`config.mk`:
```
export PLATFORM = sky130hd
export DESIGN_NAME = jtoutrun_gfx_arb
export DESIGN_NICKNAME = d
export VERILOG_FILES = /design/src/rtl/jtoutrun_gfx_arb.sv
export SDC_FILE = /design/constraint.sdc
export NUM_CORES = 1
export LEC_CHECK = 0
export CAP_MARGIN = 15
export CORE_ASPECT_RATIO = 0.9
export CORE_MARGIN = 1
export CORE_UTILIZATION = 40
export DETAILED_ROUTE_END_ITERATION = 7
export DONT_BUFFER_PORTS = 1
export GPL_TIMING_DRIVEN = 1
export SLEW_MARGIN = 0
export SYNTH_ARGS = -nofsm -noshare
export SYNTH_HDL_FRONTEND = slang
export SYNTH_SLANG_ARGS = --single-unit
```
`constraint.sdc`:
```
create_clock -name clk -period 11 [get_ports clk]
set_clock_uncertainty 0.2 [all_clocks]
set_input_delay 0.55 -clock clk [delete_from_list [all_inputs] [get_ports clk]]
set_output_delay 0.55 -clock clk [all_outputs]
set_load 0.05 [all_outputs]
```
`src/rtl/jtoutrun_gfx_arb.sv`:
```
// jtoutrun_gfx_arb
// Shares one 16-bit SDRAM read port among the four 32-bit graphics ROM
// requesters of the Out Run video section (0 char, 1 scroll 1, 2 scroll 2,
// 3 object). Each port keeps a one-entry cache of its last word. Misses are
// served round-robin, and each 32-bit word is fetched as a two-beat burst.
// Optional build macro: JTOUTRUN_ARB_OBJPRIO_EN gives the object port
// priority in every arbitration. Ports 0-2 keep rotating among themselves.
module jtoutrun_gfx_arb #(
    parameter int AW = 20,
    parameter int DW = 32
) (
    input  logic          rst,
    input  logic          clk,
    input  logic          cs0,
    input  logic          cs1,
    input  logic          cs2,
    input  logic          cs3,
    input  logic [AW-1:0] addr0,
    input  logic [AW-1:0] addr1,
    input  logic [AW-1:0] addr2,
    input  logic [AW-1:0] addr3,
    output logic          ok0,
    output logic          ok1,
    output logic          ok2,
    output logic          ok3,
    output logic [DW-1:0] data0,
    output logic [DW-1:0] data1,
    output logic [DW-1:0] data2,
    output logic [DW-1:0] data3,
    output logic          sdram_req,
    output logic [AW:0]   sdram_addr,
    input  logic          sdram_ack,
    input  logic          sdram_dok,
    input  logic [15:0]   sdram_din
);

    typedef enum logic [1:0] {IDLE, REQ, BEAT0, BEAT1} state_t;

    state_t        r_state;
    state_t        w_stateNext;

    logic [3:0]    r_valid;
    logic [AW-1:0] r_last [4];
    logic [DW-1:0] r_data [4];
    logic [1:0]    r_ptr;
    logic [1:0]    r_gnt;
    logic [AW-1:0] r_addr;
    logic [15:0]   r_buf;

    logic [3:0]    w_cs;
    logic [AW-1:0] w_addr [4];
    logic [3:0]    w_hit;
    logic [3:0]    w_miss;
    logic          w_anyMiss;
    logic [1:0]    w_gntIdx;
    logic [1:0]    w_ptrNext;

    assign w_cs      = {cs3, cs2, cs1, cs0};
    assign w_addr[0] = addr0;
    assign w_addr[1] = addr1;
    assign w_addr[2] = addr2;
    assign w_addr[3] = addr3;

    // Hit/miss per port; ok follows the live address so it drops at once
    always_comb begin
        for (int i = 0; i < 4; i++) begin
            w_hit[i]  = r_valid[i] && (r_last[i] == w_addr[i]);
            w_miss[i] = w_cs[i] && !w_hit[i];
        end
    end

    assign w_anyMiss = |w_miss;

    assign ok0 = cs0 && w_hit[0];
    assign ok1 = cs1 && w_hit[1];
    assign ok2 = cs2 && w_hit[2];
    assign ok3 = cs3 && w_hit[3];

    assign data0 = r_data[0];
    assign data1 = r_data[1];
    assign data2 = r_data[2];
    assign data3 = r_data[3];

    assign sdram_addr = {r_addr, 1'b0};

`ifdef JTOUTRUN_ARB_OBJPRIO_EN
    logic [2:0] w_sum;

    // Object port wins outright; the others rotate mod 3 from ptr+1
    always_comb begin
        w_gntIdx  = r_ptr;
        w_ptrNext = r_ptr;
        w_sum     = 3'd0;
        if (w_miss[3]) begin
            w_gntIdx = 2'd3;
        end else begin
            for (int k = 3; k >= 1; k--) begin
                w_sum = {1'b0, r_ptr} + 3'(k);
                if (w_sum >= 3'd3) begin
                    w_sum = w_sum - 3'd3;
                end
                if (w_miss[w_sum[1:0]]) begin
                    w_gntIdx = w_sum[1:0];
                end
            end
            w_ptrNext = w_gntIdx;
        end
    end
`else
    logic [1:0] w_cand;

    // Pick the first missing port searching upward from ptr+1, wrapping mod 4
    always_comb begin
        w_gntIdx = r_ptr;
        w_cand   = r_ptr;
        for (int k = 4; k >= 1; k--) begin
            w_cand = r_ptr + 2'(k);
            if (w_miss[w_cand]) begin
                w_gntIdx = w_cand;
            end
        end
        w_ptrNext = w_gntIdx;
    end
`endif

    // State register; reset returns to IDLE at once, even mid-burst
    always_ff @(posedge clk or posedge rst) begin
        if (rst) begin
            r_state <= IDLE;
        end else begin
            r_state <= w_stateNext;
        end
    end

    // Next state: a beat arriving together with ack is taken as beat 0
    always_comb begin
        w_stateNext = r_state;
        case (r_state)
            IDLE:  if (w_anyMiss) w_stateNext = REQ;
            REQ:   if (sdram_ack) w_stateNext = sdram_dok ? BEAT1 : BEAT0;
            BEAT0: if (sdram_dok) w_stateNext = BEAT1;
            BEAT1: if (sdram_dok) w_stateNext = IDLE;
            default: w_stateNext = IDLE;
        endcase
    end

    // The request is decoded from state, so reset clears it asynchronously
    always_comb begin
        sdram_req = 1'b0;
        if (r_state == REQ) begin
            sdram_req = 1'b1;
        end
    end

    // Grant latch, low-beat buffer and cache fill on the final beat
    always_ff @(posedge clk or posedge rst) begin
        if (rst) begin
            r_valid <= 4'd0;
            r_ptr   <= 2'd0;
            r_gnt   <= 2'd0;
            r_addr  <= '0;
            r_buf   <= 16'd0;
            for (int i = 0; i < 4; i++) begin
                r_last[i] <= '0;
                r_data[i] <= '0;
            end
        end else begin
            case (r_state)
                IDLE: begin
                    if (w_anyMiss) begin
                        r_addr <= w_addr[w_gntIdx];
                        r_gnt  <= w_gntIdx;
                        r_ptr  <= w_ptrNext;
                    end
                end
                REQ: begin
                    if (sdram_ack && sdram_dok) begin
                        r_buf <= sdram_din;
                    end
                end
                BEAT0: begin
                    if (sdram_dok) begin
                        r_buf <= sdram_din;
                    end
                end
                BEAT1: begin
                    if (sdram_dok) begin
                        r_data[r_gnt]  <= {sdram_din, r_buf};
                        r_last[r_gnt]  <= r_addr;
                        r_valid[r_gnt] <= 1'b1;
                    end
                end
                default: ;
            endcase
        end
    end

endmodule

```
After elaboration in Yosys (flattened, before gate mapping)
Index checks and enable logic that the tools add are counted.
{ "op_classes": {"n_reduce_logical": 26, "n_addsub": 3, "mux": 30, "n_lt_le_gt_ge": 8, "eq_ne": 12, "bitwise_logic": 3} }
{ "ops": {"columns": ["op", "n"], "rows": [
  ["$bwmux W128", 1],
  ["$bwmux W80", 1],
  ["$eq A20 B20 Y1", 4],
  ["$demux W32 S2", 1],
  ["$mux W20", 3],
  ["$bmux W20 S2", 1],
  ["$demux W20 S2", 1],
  ["$mux W16", 2],
  ["$mux W32", 1],
  ["$pmux W16 S2", 1],
  ["$logic_and A1 B1 Y1", 15],
  ["$mux W2", 7],
  ["$lt A2 B3 Y1 const B", 4],
  ["$ne A2 B2 Y1 const B", 4],
  ["$pmux W2 S4", 1],
  ["$bmux W1 S2", 3],
  ["$ge A3 B3 Y1 const B", 2],
  ["$mux W1", 6],
  ["$not A2 Y3", 2],
  ["$add A2 B2 Y2 const B", 2],
  ["$eq A2 B2 Y1 const B", 2],
  ["$logic_not A1 Y1", 4],
  ["$or A4 B4 Y4", 1],
  ["$reduce_and A2 Y1", 2],
  ["other kinds (11)", 11]
]} }
{ "word_totals": {"register_bits": 252, "inputBits": 104} }

Longest topological paths before layout
{ "logic_depth": {"ltp_word": 13, "ltp_mapped": 11, "mapped_depth_nobuf": 9} }

Least setup slack after synthesis
No wires, ideal clock.
{ "synth_timing": {"path_kind": "input to output", "from": "input port addr2[0]", "to": "output port ok2", "path_slack_ns": 7.923, "path_buffers": 0, "t_arrival_ns": 2.327, "path_stages": 4, "required_ns": 10.250, "path_cell_list": "xor2_1 nor4_1 nand2_1 nor3_1"} }
{ "synth_between": {"elab_chain_len": 3} }
{ "synth_lines": {"columns": ["element", "line", "source"], "rows": [
  ["from (decl)", "20", "input logic [AW-1:0] addr2,"],
  ["$eq A20 B20 Y1", "67", "w_hit[i] = r_valid[i] && (r_last[i] == w_addr[i]);"],
  ["$logic_and A1 B1 Y1", "67", null],
  ["$logic_and A1 B1 Y1", "76", "assign ok2 = cs2 && w_hit[2];"],
  ["to (decl)", "24", "output logic ok2,"]
]} }
No other way between the ends.

Worst setup path in the final report
{ "layout_timing": {"from": "register r_last[13] in the netlist's numbering", "to": "register r_addr[8]"} }
{ "layout_between": {"elab_chain_len": 13} }
{ "layout_lines": {"columns": ["element", "line", "source"], "rows": [
  ["from (decl)", "43", "logic [AW-1:0] r_last [4];"],
  ["from (signal, indexed assignment)", "189", "r_last[r_gnt] <= r_addr;"],
  ["$eq A20 B20 Y1 *", "67", null],
  ["$logic_and A1 B1 Y1 *", "67", null],
  ["$logic_not A1 Y1 *", "68", "w_miss[i] = w_cs[i] && !w_hit[i];"],
  ["$logic_and A1 B1 Y1 *", "68", null],
  ["$bmux W1 S2", "118", "if (w_miss[w_cand]) begin"],
  ["$mux W1 (not written as such)", "118", null],
  ["$mux W2 (3 in a row)", "118", null],
  ["$not A2 Y3 (not written as such)", "171", "r_addr <= w_addr[w_gntIdx];"],
  ["$bmux W20 S2", "171", null],
  ["$mux W20 (not written as such) (2 in a row)", "171", null],
  ["to (signal assigned)", "171", null],
  ["to (decl)", "47", "logic [AW-1:0] r_addr;"]
]} }
Mark *: on every way between the ends. The rest lies on a longest branch, timed or not. The select of a mux whose other input is x is not followed.
A chain may end at the register's enable or synchronous reset.

==> impl_metrics.ini <==
[yosys]
synthFlopType = dfrtp_1
yosysTopAreaCellShare_pct = 56.3
yosys_register_bits = 252
synth_common_cells = dfrtp_1 (252), mux2_2 (225), xor2_1 (54)
yosysWarnings = 0
synth_area_leaders = dfrtp_1 (56%), mux2_2 (23%), xor2_1 (4.2%)
synth_edf_count = 0
async_flop_share_pct = 100
synth_seq_area_share_pct = 56.3
avgSynthCellArea_um2 = 14.2
synth_cell_type_count = 48
synth.most_common_cell = dfrtp_1
netlist_instances = 789
synthesis.nets = 902
syn_area_um2 = 11200
synth.largest_area_cell = dfrtp_1

[sta]
drv_slew = 0
setup_ws_ps = 6990
worstMarginPinSlew_ps = 1010
min_period_ps = 4010
hold_violations = 0
slew_headroom_pct = 32.9
fin_crit_sh_pct = 36.5
setup_tns_ps = 0
max_freq_mhz = 249
setup-violations-final = 0
grt_setup_unrepaired = false

[power_and_ir_drop]
peakVddDrop_v = 0.000190
power.leakage_uw = 0.00579
finalPower_uw = 4630
power.density_nw_per_um2 = 365

[placement]
finalWeightedCongestion = 0.827
dpl.hpwl_mm = 19.4
place_ws_ps = 6880
port_buffers = 0

[worst_setup_path]
cp_max_fo = 30
critPathKind = reg2reg
cp-start-kind = flip-flop
end_kind = flip-flop
r2r_slack_ps = 6990
r2r.worst_path.cells = 9
r2r-start = r_last[13]
cp.required_ps = 11180
r2r-end = r_addr[8]
critical_path_arrival_ps = 4190

[final_layout]
fillers = 2461
syn2layout_area_growth_pct = 13.0
fin_nets = 918
drive_above_1_share_pct = 36.6

[clock_network]
post-cts-setup-buffer-count = 0
ctsHoldBuffers = 17
clk_pin_slew_ps = 60
cts_tree = yes
clock-sinks = 252
insertion_delay_ps = 540
clockRootBuffer = clkbuf_16
post_cts_resized = 0
max-clock-path-buffers = 3
cts_buffers = 28
htree_levels = 1

[die]
coreArea_um2 = 27200
initial_core_util_pct = 41.1
pin_count = 258
dieArea_um2 = 28700
fp.dieH_um = 161
chipWidth_um = 178
row_count = 57

[route]
highest_layer = met4
drcViolationCount = 0
vias_per_cell = 5.53
dr_total_vias = 6534
ant_nets = 0
routedLengthMet1_mm = 11.9
dr_wl_met2_mm = 13.3
avgRoutedWirePerCell_um = 24.7
drt_iter0_markers = 290
wirelength_mm = 29.2
firstDrtPassIters = 6
wl_met3_mm = 3.22

[grt]
grt_pass1_wl_mm = 44.2
antenna_found_initial = 0
grt_pass1_vias = 7083
globalRouteOverflowTotal = 0
grt_max_degree = 136
track_usage_pct = 20.6

[worst_hold_path]
hold_end = r_state[0]
whs_path_depth = 3
hp-class = in2reg
hp-start = sdram_dok

[run_status]
status = finished clean

[flow_run]
drv_cap = 0
-- worst max path at each step --
stage / startpoint / end / slack (ps) / cells past startpoint
final: r_last[13] / r_addr[8] / 6990 / 9
after global routing: r_last[54] / r_addr[8] / 6770 / 9
after CTS: r_last[13] / r_addr[7] / 7010 / 9
after detailed placement: addr3[13] / r_addr[7] / 6880 / 9
after global placement: addr3[13] / r_addr[7] / 6940 / 9
after floorplan: rst / data0[0] / 3320 / 1
-- layout make-up --
class | count | area, um^2 | share of cell area, %
diodes | 1 | 2.50 | 0.0198
clock buffers | 35 | 757 | 5.98
clock inverters | 16 | 123 | 0.969
repair buffers | 21 | 200 | 1.58
well taps | 354 | 443 | 3.50
flip-flops and latches | 252 | 6310 | 49.8
inverters | 11 | 48.8 | 0.385
multi-input cells | 491 | 4780 | 37.8
-- flip-flops by register name, indices dropped and copies added (netlist names) --
name / flops
r_buf: 16
r_valid: 4
data1: 32
data2: 32
data3: 32
data0: 32
r_state: 2
r_addr: 20
r_gnt: 2
r_last: 80
-- layout by cell type (no fill, tap or decap), types with 4 or more instances in the layout --
cell type	Yosys	final
clkinv_2	0	12
mux2_2	225	225
nor3_1	8	5
nand3_4	0	4
ha_1	9	9
dlygate4sd3_1	0	17
buf_4	4	4
dfrtp_1	252	252
o221ai_2	9	9
clkbuf_16	0	28
inv_1	11	10
xnor2_1	26	26
o221ai_1	12	12
mux2i_1	40	40
nand2_1	32	32
xor2_1	54	54
a21oi_1	4	4
nand2b_1	5	5
nor2_1	4	4
clkbuf_1	26	4
nor4_1	11	11
nand4_1	10	10
-- metal layers --
metal  vias to the layer above  global-route usage [%]
li1                       2883                       -
met1                      3327                    26.6
met2                       276                    32.3
met3                        48                    7.46
met4                         0                    6.16
met5                         -                       0
-- worst max-delay path, cell delays in order, from the launching register on --
cell	delay, ps
dfrtp_1	380
xor2_1	180
nor4_1	470
nand4_1	320
o211ai_1	260
o221ai_1	200
a211oi_4	780
buf_4	610
mux2i_1	280
o221ai_1	130
-- per-stage QoR --
step,hold WS [ps],instances,util (%),area [um^2]
finish,44.3,1181,46.5,12700
global route,26.6,1180,46.5,12700
CTS,11.7,1180,46.5,12700
detailed placement,252,1112,42.6,11600
global placement,251,1112,42.6,11600
floorplan,234,789,-,11200
-- cell families (layout without fill, tap and decap cells) --
logic type	count (synthesis)	after routing	share of synthesized area, %
adder cells (fa/ha/maj)	9	9	1.01
XOR/XNOR	80	80	6.25
AND/OR/NAND/NOR	90	90	4.52
other	1	2	0.0335
multiplexers	266	266	26.3
AO/OA/AOI/OAI	45	45	3.81
flip-flops	252	252	56.3
buffers and inverters	46	83	1.79
-- report_power, final --
part,total (uW),switching (uW),internal (uW)
sequential,2640,1310,1340
combinational,1090,510,581
clock,892,380,512
total,4630,2200,2430
No activity file was read; power rests on OpenSTA's default activity.
